## config.mk

```make
export PLATFORM = sky130hd
export DESIGN_NAME = mem_port_arbiter_flat
export DESIGN_NICKNAME = d
export VERILOG_FILES = /design/src/rtl/mem_port_arbiter_if.sv /design/src/rtl/mem_port_arbiter.sv /design/src/flat_wrapper.sv
export SDC_FILE = /design/constraint.sdc
export NUM_CORES = 1
export LEC_CHECK = 0
export ABC_CLOCK_PERIOD_IN_PS = 1900
export BUFFER_PORTS_ARGS = -buffer_cell sky130_fd_sc_hd__buf_2
export CELL_PAD_IN_SITES_DETAIL_PLACEMENT = 2
export CELL_PAD_IN_SITES_GLOBAL_PLACEMENT = 2
export CORE_AREA = 2 2 156 158
export CTS_CLUSTER_DIAMETER = 30
export DETAILED_ROUTE_END_ITERATION = 8
export DIE_AREA = 0 0 158 160
export GPL_TIMING_DRIVEN = 0
export MAX_ROUTING_LAYER = met4
export PLACE_DENSITY = 0.81
export SYNTH_ARGS = -nofsm -noshare
export SYNTH_HDL_FRONTEND = slang
export SYNTH_SLANG_ARGS = --single-unit
```

## constraint.sdc

```tcl
create_clock -name clk -period 1.9 [get_ports clk]
set_clock_uncertainty 0.1 [all_clocks]
set_input_delay 0.19 -clock clk [delete_from_list [all_inputs] [get_ports clk]]
set_output_delay 0.19 -clock clk [all_outputs]
set_load 0.02 [all_outputs]
```

## src/rtl/mem_port_arbiter_if.sv

```systemverilog
// Bundle of the fetch, data and memory-macro signals around the unified memory port arbiter.
// slave is the arbiter's view; master is the view of the requesters plus memory.
interface mem_port_arbiter_if #(
    parameter int unsigned ADDR_WIDTH = 32,
    parameter int unsigned DATA_WIDTH = 32
);
    logic                  if_req;
    logic [ADDR_WIDTH-1:0] if_addr;
    logic                  if_valid;
    logic [DATA_WIDTH-1:0] if_rdata;

    logic                  dm_req;
    logic [ADDR_WIDTH-1:0] dm_addr;
    logic [2:0]            dm_mode;
    logic [DATA_WIDTH-1:0] dm_wdata;
    logic                  dm_valid;
    logic [DATA_WIDTH-1:0] dm_rdata;

    logic                  mem_en;
    logic [ADDR_WIDTH-1:0] mem_addr;
    logic [2:0]            mem_mode;
    logic [DATA_WIDTH-1:0] mem_wdata;
    logic [DATA_WIDTH-1:0] mem_rdata;

    logic                  stall;

    modport slave (
        input  if_req, if_addr, dm_req, dm_addr, dm_mode, dm_wdata, mem_rdata,
        output if_valid, if_rdata, dm_valid, dm_rdata,
        output mem_en, mem_addr, mem_mode, mem_wdata, stall
    );

    modport master (
        output if_req, if_addr, dm_req, dm_addr, dm_mode, dm_wdata, mem_rdata,
        input  if_valid, if_rdata, dm_valid, dm_rdata,
        input  mem_en, mem_addr, mem_mode, mem_wdata, stall
    );
endinterface

```

## src/rtl/mem_port_arbiter.sv

```systemverilog
// Shares one memory port between instruction fetch and load/store, data first with a
// starvation guard for fetch; one transaction in flight, sequenced by a small FSM.
module mem_port_arbiter #(
    parameter int unsigned ADDR_WIDTH = 32,
    parameter int unsigned DATA_WIDTH = 32,
    parameter int unsigned LATENCY    = 2,
    parameter int unsigned MAX_STREAK = 4
) (
    input logic               clk,
    input logic               rst_n,
    mem_port_arbiter_if.slave bus
);

    typedef enum logic [1:0] {StIdle, StIssue, StWait, StResp} state_e;

    localparam logic [2:0] ModeLw    = 3'b010;
    localparam logic [2:0] StreakMax = 3'(MAX_STREAK);
    localparam logic [2:0] LatInit   = 3'(LATENCY - 1);

    // Modes 101/110/111 are SB/SH/SW.
    function automatic logic mode_is_store(logic [2:0] m);
        return m[2] & (m[1] | m[0]);
    endfunction

    state_e                state_q, state_d;
    logic                  owner_q, owner_d;  // 1: data path, 0: fetch
    logic [ADDR_WIDTH-1:0] addr_q, addr_d;
    logic [2:0]            mode_q, mode_d;
    logic [DATA_WIDTH-1:0] wdata_q, wdata_d;
    logic [DATA_WIDTH-1:0] if_rdata_q, if_rdata_d;
    logic [DATA_WIDTH-1:0] dm_rdata_q, dm_rdata_d;
    logic [2:0]            streak_q, streak_d;
    logic [2:0]            lat_q, lat_d;

    logic issue;
    logic resp;
    logic if_valid;
    logic dm_valid;

    always_comb begin
        state_d    = state_q;
        owner_d    = owner_q;
        addr_d     = addr_q;
        mode_d     = mode_q;
        wdata_d    = wdata_q;
        if_rdata_d = if_rdata_q;
        dm_rdata_d = dm_rdata_q;
        streak_d   = streak_q;
        lat_d      = lat_q;

        unique case (state_q)
            StIdle: begin
                if (bus.dm_req && ((streak_q < StreakMax) || !bus.if_req)) begin
                    owner_d = 1'b1;
                    addr_d  = bus.dm_addr;
                    mode_d  = bus.dm_mode;
                    wdata_d = mode_is_store(bus.dm_mode) ? bus.dm_wdata : '0;
                    if (bus.if_req) begin
                        streak_d = (streak_q >= StreakMax) ? StreakMax : streak_q + 3'd1;
                    end else begin
                        streak_d = 3'd0;
                    end
                    state_d = StIssue;
                end else if (bus.if_req) begin
                    owner_d  = 1'b0;
                    addr_d   = bus.if_addr;
                    mode_d   = ModeLw;
                    wdata_d  = '0;
                    streak_d = 3'd0;
                    state_d  = StIssue;
                end
            end
            StIssue: begin
                if (owner_q && mode_is_store(mode_q)) begin
                    // Stores return no data; dm_rdata reads 0 alongside the completion pulse.
                    dm_rdata_d = '0;
                    state_d    = StResp;
                end else begin
                    lat_d   = LatInit;
                    state_d = StWait;
                end
            end
            StWait: begin
                if (lat_q == 3'd0) begin
                    if (owner_q) begin
                        dm_rdata_d = bus.mem_rdata;
                    end else begin
                        if_rdata_d = bus.mem_rdata;
                    end
                    state_d = StResp;
                end else begin
                    lat_d = lat_q - 3'd1;
                end
            end
            StResp: begin
                state_d = StIdle;
            end
            default: begin
                state_d = StIdle;
            end
        endcase
    end

    always_ff @(posedge clk or negedge rst_n) begin
        if (!rst_n) begin
            state_q    <= StIdle;
            owner_q    <= 1'b0;
            addr_q     <= '0;
            mode_q     <= 3'd0;
            wdata_q    <= '0;
            if_rdata_q <= '0;
            dm_rdata_q <= '0;
            streak_q   <= 3'd0;
            lat_q      <= 3'd0;
        end else begin
            state_q    <= state_d;
            owner_q    <= owner_d;
            addr_q     <= addr_d;
            mode_q     <= mode_d;
            wdata_q    <= wdata_d;
            if_rdata_q <= if_rdata_d;
            dm_rdata_q <= dm_rdata_d;
            streak_q   <= streak_d;
            lat_q      <= lat_d;
        end
    end

    assign issue    = (state_q == StIssue);
    assign resp     = (state_q == StResp);
    assign if_valid = resp & ~owner_q;
    assign dm_valid = resp & owner_q;

    // Issue fields are gated so the memory bus reads 0 between transactions.
    assign bus.mem_en    = issue;
    assign bus.mem_addr  = issue ? addr_q : '0;
    assign bus.mem_mode  = issue ? mode_q : 3'd0;
    assign bus.mem_wdata = issue ? wdata_q : '0;

    assign bus.if_valid = if_valid;
    assign bus.if_rdata = if_rdata_q;
    assign bus.dm_valid = dm_valid;
    assign bus.dm_rdata = dm_rdata_q;

    assign bus.stall = (bus.if_req & ~if_valid) | (bus.dm_req & ~dm_valid);

endmodule

```

## src/flat_wrapper.sv

```systemverilog
// flat-port wrapper written by rule: the top's interface ports become plain ports
module mem_port_arbiter_flat 
#(
    parameter int unsigned ADDR_WIDTH = 32,
    parameter int unsigned DATA_WIDTH = 32,
    parameter int unsigned LATENCY    = 2,
    parameter int unsigned MAX_STREAK = 4
)
  (clk, rst_n, bus_if_req, bus_if_addr, bus_dm_req, bus_dm_addr, bus_dm_mode, bus_dm_wdata, bus_mem_rdata, bus_if_valid, bus_if_rdata, bus_dm_valid, bus_dm_rdata, bus_mem_en, bus_mem_addr, bus_mem_mode, bus_mem_wdata, bus_stall);
  mem_port_arbiter_if #(.ADDR_WIDTH(ADDR_WIDTH), .DATA_WIDTH(DATA_WIDTH)) bus_i ();
  input logic clk;
  input logic rst_n;
  input wire logic [$bits(bus_i.if_req)-1:0] bus_if_req;
  input wire logic [$bits(bus_i.if_addr)-1:0] bus_if_addr;
  input wire logic [$bits(bus_i.dm_req)-1:0] bus_dm_req;
  input wire logic [$bits(bus_i.dm_addr)-1:0] bus_dm_addr;
  input wire logic [$bits(bus_i.dm_mode)-1:0] bus_dm_mode;
  input wire logic [$bits(bus_i.dm_wdata)-1:0] bus_dm_wdata;
  input wire logic [$bits(bus_i.mem_rdata)-1:0] bus_mem_rdata;
  output wire logic [$bits(bus_i.if_valid)-1:0] bus_if_valid;
  output wire logic [$bits(bus_i.if_rdata)-1:0] bus_if_rdata;
  output wire logic [$bits(bus_i.dm_valid)-1:0] bus_dm_valid;
  output wire logic [$bits(bus_i.dm_rdata)-1:0] bus_dm_rdata;
  output wire logic [$bits(bus_i.mem_en)-1:0] bus_mem_en;
  output wire logic [$bits(bus_i.mem_addr)-1:0] bus_mem_addr;
  output wire logic [$bits(bus_i.mem_mode)-1:0] bus_mem_mode;
  output wire logic [$bits(bus_i.mem_wdata)-1:0] bus_mem_wdata;
  output wire logic [$bits(bus_i.stall)-1:0] bus_stall;
  assign bus_i.if_req = bus_if_req;
  assign bus_i.if_addr = bus_if_addr;
  assign bus_i.dm_req = bus_dm_req;
  assign bus_i.dm_addr = bus_dm_addr;
  assign bus_i.dm_mode = bus_dm_mode;
  assign bus_i.dm_wdata = bus_dm_wdata;
  assign bus_i.mem_rdata = bus_mem_rdata;
  assign bus_if_valid = bus_i.if_valid;
  assign bus_if_rdata = bus_i.if_rdata;
  assign bus_dm_valid = bus_i.dm_valid;
  assign bus_dm_rdata = bus_i.dm_rdata;
  assign bus_mem_en = bus_i.mem_en;
  assign bus_mem_addr = bus_i.mem_addr;
  assign bus_mem_mode = bus_i.mem_mode;
  assign bus_mem_wdata = bus_i.mem_wdata;
  assign bus_stall = bus_i.stall;
  mem_port_arbiter #(.ADDR_WIDTH(ADDR_WIDTH), .DATA_WIDTH(DATA_WIDTH), .LATENCY(LATENCY), .MAX_STREAK(MAX_STREAK)) u_core (.clk(clk), .rst_n(rst_n), .bus(bus_i));
endmodule
```

Yosys cells after proc, flatten, opt, wreduce, memory -nomap -nowiden
Cells that the tools add are included.

Bits of input ports: 135. Flip-flop bits (word level): 140.

Mux-type cells: 28. Equality and inequality tests: 9. Add/subtract/negate cells: 2. Reduce and logical (&&, ||, !) cells: 13. Magnitude comparators: 2. Bitwise gates (word level): 12.

Operators by type and width (number): 2-to-1 mux 32 bit (10); one-hot mux 32 bit (2 select lines) (1); 2-to-1 mux 3 bit (9); one-hot mux 2 bit (4 select lines) (1); bitwise AND 1 bit (6); 2-to-1 mux 2 bit (3); inequality test 2 bit (second input constant) (3); one-hot mux 3 bit (2 select lines) (1); AND reduction 3 bit (2); equality test 2 bit (second input constant) (2); inequality test 2 x 1 -> 1 bit (second input constant) (2); AND reduction 2 bit (2); AND reduction 4 bit (1); nonzero test 2 bit (2); adder 3 x 1 -> 3 bit (second input constant) (1); >= comparator 3 bit (second input constant) (1); zero test 3 bit (1); less-than comparator 3 bit (second input constant) (1); 2-to-1 mux 1 bit (3); inequality test 3 x 2 -> 1 bit (second input constant) (1); inverter 1 bit (3); OR 1 bit (3); subtractor 3 x 1 -> 3 bit (second input constant) (1); equality test 2 x 1 -> 1 bit (second input constant) (1); 4 further kinds (5).

Logic depth before layout (Yosys ltp)
Gate-level depths: netlist (run 1).

Depth in word-level cells: 5. Mapped depth: 8.

Worst setup path after synthesis (run 1)
OpenSTA, ideal clock, no wires.

Path kind: reg2out. From: register u_core.state_q[1]. To: output port bus_mem_addr[16]. Cell stages (with the launch flop): 7. Data arrival time: 1.671 ns. Slack: -0.061 ns. Buffers on the path: 3. Cells stage by stage: dfrtp_1 -> inv_1 -> ha_1 -> buf_2 -> clkbuf_1 -> clkbuf_1 -> and2_1.

Longest elaborated chain between the ends: 2.

RTL lines: start, declared (line mem_port_arbiter.sv:25) `state_e state_q, state_d;`; start signal, assigned (line mem_port_arbiter.sv:106) `state_q <= StIdle;`; start signal, assigned (line mem_port_arbiter.sv:116) `state_q <= state_d;`; equality test 2 x 1 -> 1 bit (line mem_port_arbiter.sv:128) `assign issue = (state_q == StIssue);`; named net bus_mem_en (line flat_wrapper.sv:24) `output wire logic [$bits(bus_i.mem_en)-1:0] bus_mem_en;`; 2-to-1 mux 32 bit (line mem_port_arbiter.sv:135) `assign bus.mem_addr = issue ? addr_q : '0;`; end, declared (line flat_wrapper.sv:25) `output wire logic [$bits(bus_i.mem_addr)-1:0] bus_mem_addr;`.

The timed path passes the listed nets, and every way through them passes these cells.

Worst setup path in the final report (run 1)
From: register u_core.state_q[0]. To: output port bus_mem_wdata[3].

Longest elaborated chain between the ends: 2.

RTL lines: equality test 2 x 1 -> 1 bit (line mem_port_arbiter.sv:128); 2-to-1 mux 32 bit (line mem_port_arbiter.sv:137) `assign bus.mem_wdata = issue ? wdata_q : '0;`; end, declared (line flat_wrapper.sv:27) `output wire logic [$bits(bus_i.mem_wdata)-1:0] bus_mem_wdata;`.

No other way between the ends.

==> impl_metrics.json, run 1 <==
{
  "synth-seq-area-share_pct": 55.6,
  "final.setup.worst_slack_ns": -0.157,
  "finalWirelength_um": 29100,
  "floorplan.die_area_um2": 25300,
  "critical_path.startpoint_type": "register",
  "place.detailed.hpwl_um": 16100,
  "postSynthAreaPerCell_um2": 12.6,
  "place_congestion": 0.729,
  "floorplan.core_area_um2": 23800,
  "internal_power_mw": 9.94,
  "placed_cells_incl_taps": 1095,
  "cts_tree": "done",
  "vias": 5945,
  "antenna_found_initial": 3,
  "cap_violations": 0,
  "final-max-slew-violation-count": 0,
  "worst-r2r-cell-count": 8,
  "total_routing_usage_gr_pct": 22.6,
  "die_h_um": 160,
  "proportion_of_register_bits_with_asynchronous_set_or_reset_after_synthesis_pct": 100,
  "switching_power_mw": 6.82,
  "grt_max_degree": 74,
  "max-slew-margin-rel_pct": 52.4,
  "floorplan.initialDensity_pct": 26.5,
  "cellPowerDensity_nw_per_um2": 1580,
  "route.detailed.vias_per_inst": 4.68,
  "critical_path.max_fanout": 9,
  "netlist-cell-type-count": 34,
  "leakagePower_nw": 5.47,
  "drive_gt1_share_pct": 46.3,
  "vdd.ir_drop.worst_v": 0.000572,
  "tightest_slew_ns": 0.713,
  "yosysTopAreaCellShare_pct": 55.6,
  "std_cell_rows": 57,
  "grt_remaining_overflow": 0,
  "synth.cells.most_frequent": "dfrtp_1 (140), a22o_1 (67), and2_1 (67), nand2_1 (38), o21ai_0 (34)",
  "layout_min_cycle_time_ns": 2.06,
  "detail-route-antenna-nets": 0,
  "synth_area_leaders": "dfrtp_1 (56%), a22o_1 (9.3%), mux2_4 (7.1%), and2_1 (6.6%), mux2i_1 (5.1%)",
  "synth-edff-count": 0,
  "detail_route.wl_per_cell_um": 22.9,
  "syn-num-nets": 645,
  "hold_viol": 0,
  "cts_buffers": 17,
  "outcome": "finished, violations left",
  "hold_depth": 3,
  "drtIter0Drc": 230,
  "postLayoutCellArea_um2": 10600,
  "cp.arrival_ns": 1.77,
  "worst_skew_pair.late_latency_ns": 0.42,
  "syn_inst": 501,
  "drcViolationCount": 0,
  "final.fill_count": 2451,
  "drt_pre_antenna_iters": 4,
  "grt_pass1_wl_um": 42200,
  "tritoncts_num_sinks": 140,
  "floorplan.die.width_um": 158,
  "h_tree_levels": 4,
  "fin_cells": 1271,
  "violations": "setup timing",
  "grt_setup_unrepaired": "true",
  "cts.root.buffer_cell": "clkbuf_16",
  "syn-cell-area_um2": 6300,
  "synth.most_common_cell": "dfrtp_1",
  "finalCritPeriodShare_pct": 108,
  "first_global_vias": 7046,
  "fmaxAchievable_ghz": 0.486,
  "yosys_warnings": 0,
  "switching_share_pct": 40.7,
  "io-pin-count": 270,
  "final-setup-viol-count": 69,
  "layout-area-overhead-vs-synth_pct": 68.8,
  "synth-main-ff-cell": "dfrtp_1",
  "cts.path.max_buffers": 2,
  "post_detailed_placement_cell_area_um2": 8110,
  "cell_type_contributing_the_most_total_cell_area_after_synthesis": "dfrtp_1",
  "clk_pin_slew_worst_paths_ns": 0.07,
  "placement.io_buffers": 269,
  "final_nets": 1075,
  "min-delay-path-class": "input port to register",
  "ys_ff_latch": 140,
  "critical_path_required_ns": 1.61,
  "combinationalPowerShare_pct": 47.9,
  "pwr-share-seq_pct": 31.4,
  "clock_power_share_pct": 20.7,
  "worst-setup-path-type": "register to primary output",
  "timing.critical_path.to_type": "primary output"
}
final cells by class:
cell class              instances  area [µm²]  area share [%]
inverters                      12        45.0           0.423
clock inverters                15         174            1.63
flip-flops and latches        140        3500            32.9
diodes                          3        7.51          0.0705
plain buffers                  37         417            3.92
well taps                     324         405            3.81
clock buffers                  17         425            4.00
repair buffers                411        3030            28.5
multi-input cells             312        2640            24.8
power groups by stage:
| stage | Clock (mW) | Combinational [mW] | Sequential (mW) |
|---|---|---|---|
| floorplan | 0 | 3.46 | 5.64 |
| global placement | 0 | 6.12 | 5.05 |
| detailed placement | 0 | 6.35 | 5.14 |
| CTS | 3.53 | 7.31 | 5.13 |
| global route | 3.69 | 8.64 | 5.40 |
| finish | 3.47 | 8.02 | 5.27 |
stage by stage:
step / setup TNS (ns) / utilization (%) / hold slack [ns] / setup slack (ns) / power [mW]
floorplan: 0 / - / -0.206 / 0.0271 / 9.09
global placement: -250.24 / 33.9 / 0.308 / -1.59 / 11.2
detailed placement: -36.17 / 34.0 / 0.170 / -0.672 / 11.5
CTS: -8.71 / 43.2 / 0.00136 / -0.168 / 16.0
global route: -12.31 / 44.7 / 0.0487 / -0.215 / 17.7
finish: -5.84 / 44.7 / 0.000185 / -0.157 / 16.8
critical path, stage by stage, from the launching register on:
cell,delay [ns]
dfrtp_1,0.43
ha_4,0.19
buf_12,0.14
clkbuf_16,0.15
buf_12,0.13
and2_4,0.16
buf_6,0.13
routing by layer:
metal  GRT usage, %  wire length [µm]  vias up
met5              -                 0        -
met4           7.58               660        0
met3           5.10              1800       47
met2           40.8             15900      234
met1           24.2             10800     3031
li1               -                 -     2633
cells in the final DEF, fill, tap and decap left out, types with 5 or more instances in the layout:
cell type | netlist | final
and2_1 | 67 | 46
and2_4 | 0 | 21
inv_6 | 0 | 5
mux2_4 | 30 | 30
buf_12 | 0 | 6
o21ai_0 | 34 | 31
dlygate4sd3_1 | 0 | 120
nand2_1 | 38 | 36
clkbuf_4 | 0 | 13
buf_4 | 0 | 37
buf_6 | 14 | 41
mux2i_1 | 32 | 32
clkbuf_16 | 0 | 22
a22o_1 | 67 | 66
dfrtp_1 | 140 | 140
inv_1 | 12 | 8
buf_2 | 14 | 222
repair_timing:
action	in CTS	in global routing
hold buffers	120	0
cloned	1	4
pin swaps	14	4
resized for setup	100	80
endpoints found under the hold margin	193	0
setup buffers	6	10
endpoints found under the setup margin	198	193
cell families after synthesis:
group | Yosys count | synth area share [%]
compound gates | 120 | 14.9
flops | 140 | 55.6
simple gates | 117 | 9.94
mux | 66 | 12.9
buf+inv | 49 | 4.86
fa+ha+maj | 9 | 1.79
worst paths after layout:
check                                                   start                                   to  slack (ns)
worst min-delay path                           bus_dm_addr[0]         u_core.addr_q[0]$_DFFE_PN0P_      0.0002
worst min register to register   u_core.addr_q[4]$_DFFE_PN0P_         u_core.addr_q[4]$_DFFE_PN0P_        0.38
min in group asynchronous                               rst_n  u_core.bus.if_rdata[24]$_DFFE_PN0P_        0.29
max in group asynchronous                               rst_n  u_core.bus.if_rdata[28]$_DFFE_PN0P_        0.57
worst max register to register  u_core.state_q[1]$_DFFE_PN0P_  u_core.bus.if_rdata[21]$_DFFE_PN0P_           0
worst max-delay path            u_core.state_q[0]$_DFFE_PN0P_                     bus_mem_wdata[3]       -0.16
flip-flops by register name (all words and copies together), names as in the netlist:
register	cells
u_core.addr_q	32
u_core.bus.dm_rdata	32
u_core.bus.if_rdata	32
u_core.wdata_q	32
u_core.lat_q	3
u_core.mode_q	3
u_core.streak_q	3
u_core.state_q	2
u_core.owner_q	1
No activity file was read; power rests on OpenSTA's default activity.
==> run 2: changes to the inputs <==
MAX_ROUTING_LAYER = unset   (was met4)
==> impl_metrics.json, run 2 (synthesis gave the netlist of run 1 again) <==
{
  "grt_max_degree": 74,
  "placed_cells_incl_taps": 1095,
  "antenna_found_initial": 3,
  "critical_path.startpoint_type": "register",
  "place.detailed.hpwl_um": 16100,
  "final.setup.worst_slack_ns": -0.160,
  "floorplan.initialDensity_pct": 26.5,
  "endpoint": "bus_mem_wdata[3]",
  "critical_path.max_fanout": 9,
  "tightest_slew_ns": 0.702,
  "floorplan.die.width_um": 158,
  "cts_tree": "done",
  "final-max-slew-violation-count": 0,
  "fin_worst_hold_slack_ns": -0.00343,
  "finalCritPeriodShare_pct": 108,
  "most_common_library_cell_in_the_layout_ignoring_fill_and_taps": "buf_2",
  "drive_gt1_share_pct": 46.3,
  "violations": "hold timing, setup timing",
  "placement.io_buffers": 269,
  "hold_viol": 2,
  "cts.path.max_buffers": 2,
  "detail-route-antenna-nets": 0,
  "cellPowerDensity_nw_per_um2": 1580,
  "fmaxAchievable_ghz": 0.486,
  "std_cell_rows": 57,
  "grt_setup_unrepaired": "true",
  "tritoncts_num_sinks": 140,
  "final-setup-viol-count": 70,
  "floorplan.die_area_um2": 25300,
  "r2r_end": "u_core.bus.if_rdata[12]$_DFFE_PN0P_",
  "crit_slowest_cell": "dfrtp_1",
  "min-delay-path-class": "input port to register",
  "total_routing_usage_gr_pct": 22.0,
  "layout_min_cycle_time_ns": 2.06,
  "utilization_pct": 44.7,
  "fin_cells": 1271,
  "cp.arrival_ns": 1.77,
  "outcome": "finished, violations left",
  "die_h_um": 160,
  "cpLargestDelayFamily": "buffers and inverters",
  "drt_pre_antenna_iters": 4,
  "io-pin-count": 270,
  "critPathMostFrequentCell": "buf_12",
  "worst_skew_pair.late_latency_ns": 0.43,
  "layout-area-overhead-vs-synth_pct": 68.8,
  "cap_violations": 0,
  "clk_pin_slew_worst_paths_ns": 0.07,
  "start_point_of_the_worst_min_delay_path": "bus_dm_addr[4]",
  "worst-r2r-cell-count": 8,
  "vias": 5909,
  "timing.critical_path.to_type": "primary output",
  "h_tree_levels": 4,
  "vdd.ir_drop.worst_v": 0.000574,
  "detail_route.wl_per_cell_um": 22.8,
  "floorplan.core_area_um2": 23800,
  "finalWirelength_um": 29000,
  "timing.critical_path.depth": 7,
  "worst-setup-path-type": "register to primary output",
  "cp.buffers_inverters": 5,
  "drtIter0Drc": 229,
  "top_library_cells_by_usage_in_the_layout_fill_and_taps_aside": "buf_2 (222), dfrtp_1 (140), dlygate4sd3_1 (120)",
  "max-slew-margin-rel_pct": 53.2,
  "route.detailed.vias_per_inst": 4.65,
  "leakagePower_nw": 5.48,
  "first_global_vias": 7039,
  "grt_pass1_wl_um": 42200,
  "reg2reg_setup_slack_ns": -0.02,
  "drcViolationCount": 0,
  "cts_buffers": 17,
  "final_nets": 1075,
  "worstSetupStartpoint": "u_core.state_q[1]$_DFFE_PN0P_",
  "place_congestion": 0.720,
  "grt_remaining_overflow": 0,
  "slowest_delay_ns": 0.38,
  "cts.root.buffer_cell": "clkbuf_16",
  "critical_path_required_ns": 1.61,
  "crit_path_cell_trace": "inv_2 > ha_4 > buf_12 > clkbuf_16 > buf_12 > and2_4 > buf_6",
  "r2r-start": "u_core.state_q[1]$_DFFE_PN0P_",
  "final.fill_count": 2448
}
run 2: changes by cell type in the layout (fill, tap and decap cells not counted), sizes merged:
| cell | previous run | this run |
|---|---|---|
| buf | 307 | 309 |
| clkbuf | 38 | 36 |
run 2: per-layer routing:
metal	track usage [%]	vias to the layer above	wire length (µm)	part of all wire, %
li1	-	2632	-	-
met1	24.1	2986	10700	37
met2	40.8	243	15600	54
met3	5.24	48	1960	6.7
met4	7.58	0	707	2.4
met5	0	-	0	0
run 2: final cells by class:
class | instances | area [µm²] | area share, %
Clock buffer | 17 | 425 | 4.00
Buffer | 37 | 417 | 3.92
Sequential cell | 140 | 3500 | 32.9
Clock inverter | 15 | 174 | 1.63
Tap cell | 324 | 405 | 3.81
Inverter | 12 | 45.0 | 0.423
Multi-Input combinational cell | 312 | 2640 | 24.8
Antenna cell | 3 | 7.51 | 0.0705
Timing Repair Buffer | 411 | 3030 | 28.5
run 2: worst min-delay path: stages:
cell,delay [ns]
buf_2,0.09
mux2i_1,0.07
o21ai_0,0.13
run 2: power breakdown:
| part | total (mW) | switching [mW] | internal [mW] |
|---|---|---|---|
| logic | 8.03 | 4.27 | 3.76 |
| registers | 5.26 | 0.958 | 4.31 |
| clock network | 3.47 | 1.59 | 1.88 |
run 2: how the worst min path moves through the flow:
stage / to / cells after the start
global route: u_core.addr_q[0]$_DFFE_PN0P_ / 3
floorplan: u_core.addr_q[0]$_DFFE_PN0P_ / 0
finish: u_core.addr_q[4]$_DFFE_PN0P_ / 3
CTS: u_core.addr_q[31]$_DFFE_PN0P_ / 3
global placement: u_core.wdata_q[26]$_DFFE_PN0P_ / 2
detailed placement: u_core.bus.dm_rdata[19]$_DFFE_PN0P_ / 1
run 2: what timing repair did:
action                     4_1_cts  5_1_grt
hold buffers                   120        0
hold endpoints to repair       193        0
buffers inserted                 6       10
setup endpoints to repair      198      193
pin swaps                       14        4
gates cloned                     1        4
resized for setup              100       79
run 2: per-stage QoR:
step	setup TNS [ns]	hold WS [ns]	setup WS, ns	power (mW)	instance area [µm²]
2_1_floorplan	0	-0.206	0.0271	9.09	6320
3_3_place_gp	-250.24	0.308	-1.59	11.2	8070
3_5_place_dp	-36.17	0.170	-0.672	11.5	8110
4_1_cts	-8.71	0.00136	-0.168	16.0	10300
5_1_grt	-12.73	0.0489	-0.221	17.7	10600
6_report	-6.24	-0.00343	-0.160	16.8	10600
==> run 3: changes to the inputs <==
ABC_CLOCK_PERIOD_IN_PS = 2630   (was 1900)
CORE_AREA = 2 2 103 204   (was 2 2 156 158)
DIE_AREA = 0 0 105 206   (was 0 0 158 160)
PLACE_DENSITY = 0.89   (was 0.81)
clock period = 2.63 ns   (was 1.9 ns; I/O delays follow)
==> impl_metrics.json, run 3 (synthesis gave the netlist of run 1 again) <==
{
  "internal_power_mw": 6.57,
  "antenna_cells": 0,
  "total_routing_usage_gr_pct": 23.0,
  "final_nets": 992,
  "switching_share_pct": 40.1,
  "cts_buffers": 17,
  "clock_power_share_pct": 22.4,
  "grt_remaining_overflow": 0,
  "r2r-start": "u_core.state_q[0]$_DFFE_PN0P_",
  "worst_skew_pair.late_latency_ns": 0.42,
  "floorplan.initialDensity_pct": 31.2,
  "layout-area-overhead-vs-synth_pct": 46.0,
  "floorplan.die_area_um2": 21600,
  "drive_gt1_share_pct": 42.9,
  "cap_violations": 0,
  "fin_cells": 1126,
  "worstSetupStartpoint": "u_core.state_q[1]$_DFFE_PN0P_",
  "critical_path_required_ns": 2.27,
  "top_library_cells_by_usage_in_the_layout_fill_and_taps_aside": "buf_2 (281), dfrtp_1 (140), and2_1 (67), a22o_1 (67), dlygate4sd3_1 (59)",
  "tritoncts_num_sinks": 140,
  "post-cts-setup-buffer-count": 0,
  "final.setup.worst_slack_ns": 0.110,
  "max-slew-margin-rel_pct": 64.8,
  "reg2reg_setup_slack_ns": 0.50,
  "cpLargestDelayFamily": "buffers and inverters",
  "std_cell_rows": 74,
  "io-pin-count": 270,
  "drcViolationCount": 0,
  "route.detailed.vias_per_inst": 4.84,
  "grt_pass1_wl_um": 38100,
  "vdd.ir_drop.worst_v": 0.000465,
  "leakagePower_nw": 4.94,
  "detail_route.wl_per_cell_um": 21.7,
  "cp.arrival_ns": 2.16,
  "utilization_pct": 45.6,
  "grt_setup_unrepaired": "false",
  "fmaxAchievable_ghz": 0.397,
  "tightest_slew_ns": 0.529,
  "fin_worst_hold_slack_ns": 0.0224,
  "detail-route-antenna-nets": 0,
  "finalWirelength_um": 24500,
  "min-delay-path-class": "input port to register",
  "place.detailed.hpwl_um": 15900,
  "timing.critical_path.to_type": "primary output",
  "worst-setup-path-type": "register to primary output",
  "crit_slowest_cell": "dfrtp_1",
  "switching_power_mw": 4.39,
  "final.setup.tns_ns": 0,
  "slowest_delay_ns": 0.43,
  "final.fill_count": 2145,
  "worst-r2r-cell-count": 7,
  "cellPowerDensity_nw_per_um2": 1190,
  "final-setup-viol-count": 0,
  "outcome": "finished clean",
  "clk_pin_slew_worst_paths_ns": 0.06,
  "pwr-share-seq_pct": 34.3,
  "area_of_combinational_cells_with_multiple_inputs_um2": 2490,
  "grt_max_degree": 100,
  "placement.io_buffers": 269,
  "cts_tree": "done",
  "place_congestion": 0.753,
  "postLayoutCellArea_um2": 9200,
  "drtIter0Drc": 147,
  "combinationalPowerShare_pct": 43.3,
  "die_h_um": 206,
  "floorplan.die.width_um": 105,
  "placed_cells_incl_taps": 1037,
  "hold_viol": 0,
  "r2r_end": "u_core.wdata_q[28]$_DFFE_PN0P_",
  "cts.root.buffer_cell": "clkbuf_16",
  "finalPower_mw": 11.0,
  "ff_latch_area_um2": 3500,
  "antenna_found_initial": 0,
  "critical_path.startpoint_type": "register",
  "crit_path_cell_trace": "inv_1 > ha_1 > buf_4 > buf_1 > and2_1 > buf_2",
  "h_tree_levels": 4,
  "floorplan.core_area_um2": 20200,
  "post-place-ws_ns": 0.137,
  "cp.buffers_inverters": 4,
  "final-max-slew-violation-count": 0,
  "endpoint": "bus_mem_wdata[21]",
  "finalCritPeriodShare_pct": 95.8,
  "first_global_vias": 6498,
  "critical_path.max_fanout": 10,
  "vias": 5455,
  "layout_min_cycle_time_ns": 2.52,
  "cts.path.max_buffers": 2,
  "post_detailed_placement_cell_area_um2": 8020,
  "most_common_library_cell_in_the_layout_ignoring_fill_and_taps": "buf_2",
  "timing.critical_path.depth": 6,
  "drt_pre_antenna_iters": 5
}
==> run 3: layer usage <==
metal | vias up | wire length, µm | track usage (%)
met5 | - | 0 | 0
met2 | 217 | 13500 | 43.4
met1 | 2752 | 9140 | 25.0
met4 | 0 | 519 | 7.62
met3 | 28 | 1340 | 5.30
li1 | 2458 | - | -
==> run 3: worst min path at each step <==
stage                                           to                          start  slack [ns]  cells after the start
2_1_floorplan         u_core.addr_q[0]$_DFFE_PN0P_                          rst_n       -0.13                      0
3_5_place_dp   u_core.bus.if_rdata[18]$_DFFE_PN0P_                          rst_n        0.11                      1
5_1_grt             u_core.wdata_q[26]$_DFFE_PN0P_               bus_dm_wdata[26]        0.01                      2
6_report            u_core.wdata_q[26]$_DFFE_PN0P_               bus_dm_wdata[26]        0.02                      2
3_3_place_gp         u_core.addr_q[26]$_DFFE_PN0P_  u_core.addr_q[26]$_DFFE_PN0P_        0.35                      2
4_1_cts        u_core.bus.if_rdata[22]$_DFFE_PN0P_              bus_mem_rdata[22]       0.002                      2
==> run 3: final cells by class <==
cell class | instances | area share, %
multi-input combinational | 312 | 27.1
sequential | 140 | 38.1
timing repair buffer | 329 | 21.4
clock buffer | 20 | 4.85
clock inverter | 11 | 1.56
tap | 266 | 3.62
buffer | 36 | 2.90
inverter | 12 | 0.489
==> run 3: power by group through the flow <==
stage                     Clock (mW)  Combinational (mW)  Sequential (mW)
after floorplan                    0                2.48             4.07
after global placement             0                4.35             3.62
after detailed placement           0                4.59             3.72
after CTS                       2.50                4.72             3.70
after global routing            2.59                5.15             3.86
final                           2.46                4.75             3.76
==> run 3: what timing repair did <==
item | 4_1_cts | 5_1_grt
setup endpoints to repair | 24 | 16
hold endpoints to repair | 123 | 0
hold buffers | 59 | 0
resized for setup | 5 | 3
